### src/rtl/cic_corr_round_sat.sv
// CIC correction post-multiplier: delays valid/tlast to meet the product, rounds and saturates it, then buffers it in a FWFT FIFO.
// Latency is MULT_LAT+2 cycles from accept to m_axis_tvalid; s_axis_tready is a credit covering FIFO plus in-flight samples.

module cic_fifo #(
  parameter int W     = 17,
  parameter int DEPTH = 8
) (
  input  logic         clk,
  input  logic         sync_reset,
  input  logic         push,
  input  logic [W-1:0] push_dat,
  input  logic         pop,
  output logic [W-1:0] head,
  output logic         empty,
  output logic [$clog2(DEPTH+1)-1:0] count
);
  localparam int PW = $clog2(DEPTH);
  localparam int CW = $clog2(DEPTH+1);

  logic [W-1:0]  mem [DEPTH];
  logic [PW-1:0] wr_ptr, rd_ptr;
  logic          do_pop;

  assign empty  = (count == '0);
  assign do_pop = pop & ~empty;
  assign head   = mem[rd_ptr];

  always_ff @(posedge clk) begin
    if (push) mem[wr_ptr] <= push_dat;
  end

  always_ff @(posedge clk) begin
    if (sync_reset) begin
      wr_ptr <= '0;
      rd_ptr <= '0;
      count  <= '0;
    end else begin
      if (push)   wr_ptr <= wr_ptr + PW'(1);
      if (do_pop) rd_ptr <= rd_ptr + PW'(1);
      case ({push, do_pop})
        2'b10:   count <= count + CW'(1);
        2'b01:   count <= count - CW'(1);
        default: count <= count;
      endcase
    end
  end
endmodule

module cic_corr_round_sat #(
  parameter int MULT_LAT   = 4,
  parameter int SHIFT      = 12,
  parameter int OUT_W      = 16,
  parameter int FIFO_DEPTH = 8
) (
  input  logic             clk,
  input  logic             sync_reset,
  input  logic             s_axis_tvalid,
  output logic             s_axis_tready,
  input  logic             s_axis_tlast,
  input  logic [47:0]      p,
  output logic [OUT_W-1:0] m_axis_tdata,
  output logic             m_axis_tvalid,
  input  logic             m_axis_tready,
  output logic             m_axis_tlast,
  output logic             sat_flag,
  input  logic             sat_clr
);
  localparam int CW = $clog2(FIFO_DEPTH+1);
  localparam logic signed [48:0] RND  = 49'sd1 <<< (SHIFT-1);
  localparam logic signed [48:0] MAXV = (49'sd1 <<< (OUT_W-1)) - 49'sd1;
  localparam logic signed [48:0] MINV = -(49'sd1 <<< (OUT_W-1));

  logic [MULT_LAT-1:0] vld_sr, last_sr;
  logic                accept, dl_vld;
  logic signed [48:0]  sum, r;
  logic                sat_hi, sat_lo;
  logic [OUT_W-1:0]    sample;
  logic                rnd_vld, rnd_last;
  logic [OUT_W-1:0]    rnd_dat;
  logic [OUT_W:0]      fifo_head;
  logic                fifo_empty;
  logic [CW-1:0]       fifo_count;
  logic [15:0]         credit_used;

  assign accept = s_axis_tvalid & s_axis_tready;
  assign dl_vld = vld_sr[MULT_LAT-1];

  always_ff @(posedge clk) begin
    if (sync_reset) begin
      vld_sr  <= '0;
      last_sr <= '0;
    end else begin
      vld_sr[0]  <= accept;
      last_sr[0] <= accept & s_axis_tlast;
      for (int i = 1; i < MULT_LAT; i++) begin
        vld_sr[i]  <= vld_sr[i-1];
        last_sr[i] <= last_sr[i-1];
      end
    end
  end

  // One guard bit above the 48-bit product keeps the rounding add from overflowing.
  always_comb begin
    sum    = $signed({p[47], p}) + RND;
    r      = sum >>> SHIFT;
    sat_hi = (r > MAXV);
    sat_lo = (r < MINV);
    if (sat_hi)      sample = MAXV[OUT_W-1:0];
    else if (sat_lo) sample = MINV[OUT_W-1:0];
    else             sample = r[OUT_W-1:0];
  end

  always_ff @(posedge clk) begin
    if (sync_reset) begin
      rnd_vld  <= 1'b0;
      rnd_last <= 1'b0;
      rnd_dat  <= '0;
    end else begin
      rnd_vld  <= dl_vld;
      rnd_last <= last_sr[MULT_LAT-1];
      rnd_dat  <= sample;
    end
  end

  // A same-cycle saturation outranks the clear.
  always_ff @(posedge clk) begin
    if (sync_reset)                      sat_flag <= 1'b0;
    else if (dl_vld & (sat_hi | sat_lo)) sat_flag <= 1'b1;
    else if (sat_clr)                    sat_flag <= 1'b0;
  end

  cic_fifo #(.W(OUT_W+1), .DEPTH(FIFO_DEPTH)) u_fifo (
    .clk        (clk),
    .sync_reset (sync_reset),
    .push       (rnd_vld),
    .push_dat   ({rnd_last, rnd_dat}),
    .pop        (m_axis_tvalid & m_axis_tready),
    .head       (fifo_head),
    .empty      (fifo_empty),
    .count      (fifo_count)
  );

  assign m_axis_tvalid = ~fifo_empty;
  assign m_axis_tdata  = fifo_empty ? '0 : fifo_head[OUT_W-1:0];
  assign m_axis_tlast  = ~fifo_empty & fifo_head[OUT_W];

  always_comb begin
    credit_used = 16'(fifo_count) + 16'(rnd_vld);
    for (int i = 0; i < MULT_LAT; i++) credit_used = credit_used + 16'(vld_sr[i]);
  end

  assign s_axis_tready = (credit_used < 16'(FIFO_DEPTH));
endmodule

### config.mk
export PLATFORM = sky130hd
export DESIGN_NAME = cic_corr_round_sat
export DESIGN_NICKNAME = d
export VERILOG_FILES = /design/src/rtl/cic_corr_round_sat.sv
export SDC_FILE = /design/constraint.sdc
export NUM_CORES = 1
export LEC_CHECK = 0
export BUFFER_PORTS_ARGS = -buffer_cell sky130_fd_sc_hd__buf_2
export CAP_MARGIN = 20
export CORE_UTILIZATION = 53
export DETAILED_ROUTE_END_ITERATION = 6
export GPL_TIMING_DRIVEN = 0
export HOLD_SLACK_MARGIN = 0.15
export MAX_ROUTING_LAYER = met4
export PLACE_DENSITY = 0.82
export SLEW_MARGIN = 20
export SYNTH_ARGS = -nofsm -noshare
export SYNTH_HDL_FRONTEND = slang
export SYNTH_SLANG_ARGS = --single-unit
### constraint.sdc
create_clock -name clk -period 2.9 [get_ports clk]
set_clock_uncertainty 0.2 [all_clocks]
set_input_delay 0.58 -clock clk [delete_from_list [all_inputs] [get_ports clk]]
set_output_delay 0.58 -clock clk [all_outputs]
set_load 0.05 [all_outputs]
==> flow_summary.json <==
{
  "dieWidth_um": 123,
  "synthAdderAreaFrac": 0.0222,
  "muxShareOfSynthArea": 0.127,
  "cts.htree.levels": 4,
  "arrival_ns": 2.55,
  "ir_worst_vdd_v": 0.000417,
  "grt_overflow": 0,
  "synthTopCellsByCount": "136 x edfxtp_1, 53 x nor2_1, 40 x dfxtp_1, 34 x mux4_2, 22 x mux2i_1",
  "route.detailed.wl_per_inst_um": 21.3,
  "drv_slew": 0,
  "synth_area_um2": 7760,
  "yosys_warnings": 0,
  "area_growth_pct": 19.6,
  "cp-endpoint": "s_axis_tready",
  "ys_ff_latch": 176,
  "yosysTopAreaCellShare": 0.526,
  "synth.distinct_cells": 61,
  "synth_top_family_by_area": "multiplexers",
  "path_max_fanout": 2,
  "synth_compound_area_frac": 0.0503,
  "r2r-end": "u_fifo.count[3]$_SDFFE_PP0P_",
  "required_ns": 2.12,
  "p_per_area_nw_per_um2": 563,
  "core_area_um2": 14100,
  "postCtsHoldBufs": 0,
  "synth_seq_area_share": 0.629,
  "start_util": 0.551,
  "async_flop_share": 0,
  "synthFlopType": "edfxtp_1",
  "synth_top_cell_by_area": "edfxtp_1",
  "r2r_start": "u_fifo.count[0]$_SDFFE_PP0P_",
  "ios": 74,
  "dp_hpwl_um": 11900,
  "end_kind": "primary output",
  "worst_setup_path_start_kind": "flop",
  "num_vias": 4955,
  "path_class": "flop to primary output",
  "placement.io_buffers": 61,
  "setup_viol": 1,
  "root_buffer": "clkbuf_16",
  "drive_gt1_frac": 0.336,
  "regArea_um2": 4890,
  "first_pass_iters": 7,
  "totalPowerFinal_mw": 5.23,
  "cts_tree": "built",
  "avgViaCountPerCell": 6.04,
  "syn-num-nets": 598,
  "synth_area_leaders": "edfxtp_1 53%, dfxtp_1 10%, mux4_2 9.9%",
  "antenna_cells": 0,
  "violations": "negative setup slack",
  "setup_tns_ns": -0.433,
  "min_period_ns": 3.33,
  "nNetsFinal": 693,
  "utilization": 0.658,
  "pre_cts_ws_ns": -0.673,
  "synth_xor_xnor_area_share": 0.0260,
  "place_congestion": 0.940,
  "maxCapViolCount": 0,
  "outcome": "complete, but fails checks",
  "synthCells": 532,
  "place_area_um2": 8510,
  "power_leakage_nw": 3.11,
  "synth_edf_count": 136,
  "grt_antenna_before_repair": 0,
  "grt_usage": 0.253,
  "holdWs_ns": 0.171,
  "cts_sinks": 176,
  "grt_setup_unrepaired": "yes",
  "grt_pass1_vias": 4897,
  "crit_start": "vld_sr[0]$_SDFF_PP0_",
  "totalWireLength_um": 17400,
  "grt_max_degree": 18,
  "synth_area_per_cell_um2": 14.6,
  "multi_input_area_um2": 2850,
  "fill_cells": 980,
  "synth-simple-area-share": 0.123,
  "final_area_um2": 9280,
  "cts.clk_slew.worst_paths_ns": 0.07,
  "cts_made_buffers": 17,
  "drt_iter0_drc": 481,
  "placed_cells": 783,
  "clock_latency_ns": 0.41,
  "fin_cells": 820,
  "grt_pass1_wl_um": 27000,
  "rows": 43,
  "fmax_mhz": 300,
  "worstMarginPinSlew_ns": 0.672,
  "cts_buffer_depth": 2,
  "synth.most_common_cell": "edfxtp_1",
  "ff2ff_path_depth": 11,
  "fin_ws_ns": -0.433,
  "maxSlewHeadroom": 0.551,
  "hold_violations": 0,
  "dieArea_um2": 15100,
  "drc": 0,
  "reg2reg_setup_slack_ns": 0.13,
  "antenna_left": 0,
  "dieHeight_um": 123,
  "hp-class": "input port to flop",
  "min_period_over_period": 1.15
}
==> final cells by class <==
| class | instances | share of cell area |
|---|---|---|
| timing repair buffer | 82 | 0.0554 |
| multi-input combinational | 318 | 0.307 |
| sequential | 176 | 0.527 |
| inverter | 12 | 0.00512 |
| clock inverter | 15 | 0.0159 |
| clock buffer | 17 | 0.0458 |
| tap | 180 | 0.0243 |
| buffer | 20 | 0.0187 |
==> flip-flops by register name, summed over array words and instances, names as in the netlist, named ones only <==
register / flops
u_fifo.mem: 136
rnd_dat: 16
last_sr: 4
u_fifo.count: 4
vld_sr: 4
u_fifo.rd_ptr: 3
u_fifo.wr_ptr: 3
rnd_last: 1
rnd_vld: 1
sat_flag: 1
==> placed cells by master, fill, tap and decap left out, drive strengths merged, types with 7 or more instances in the layout <==
cell type,n
xor2,13
mux2i,22
xnor2,10
clkbuf,27
buf,92
inv,19
edfxtp,136
nand4,14
and4,8
nor2b,9
o22ai,15
nor4,11
ha,9
dfxtp,40
a21oi,13
nand2,19
mux4,34
nor2,53
nor3,7
nand3,20
==> per-layer routing <==
metal  GRT usage  up-vias  share of wire
li1            -     2272              -
met1       0.321     2464           0.42
met2       0.430      198           0.51
met3      0.0327       21          0.053
met4      0.0715        0          0.014
met5           -        -              0
==> cells by family (layout without fill, tap and decap cells) <==
group           after synthesis  count (layout)
compound gates               58              58
xor+xnor                     23              23
fa+ha+maj                    12              12
buf+inv                      38             146
flops                       176             176
mux                          56              56
simple gates                169             169
==> power by group <==
part           internal (mW)  switching, mW
Clock                   1.21          0.958
Combinational          0.111          0.164
Sequential              2.75         0.0431
==> worst max-delay path: stages (launching register included) <==
cell      delay [ns]
dfxtp_2         0.33
fa_1            0.53
inv_1           0.05
fa_2            0.33
inv_2           0.07
ha_4            0.19
a31o_4          0.23
a211oi_4        0.22
buf_6           0.19
==> timing repair <==
item,in CTS,in global routing
pin swaps,1,1
resized for setup,42,14
setup endpoints to repair,35,26
buffers inserted,4,7
cloned,0,0
==> worst min-delay path by stage <==
stage,from,endpoint,cells after the start
floorplan,last_sr[0]$_SDFF_PP0_,last_sr[1]$_SDFF_PP0_,1
global placement,last_sr[2]$_SDFF_PP0_,last_sr[3]$_SDFF_PP0_,1
detailed placement,last_sr[0]$_SDFF_PP0_,last_sr[1]$_SDFF_PP0_,1
CTS,s_axis_tlast,last_sr[0]$_SDFF_PP0_,2
global route,s_axis_tlast,last_sr[0]$_SDFF_PP0_,2
finish,s_axis_tlast,last_sr[0]$_SDFF_PP0_,2
Power figures use the tool's default switching activity.
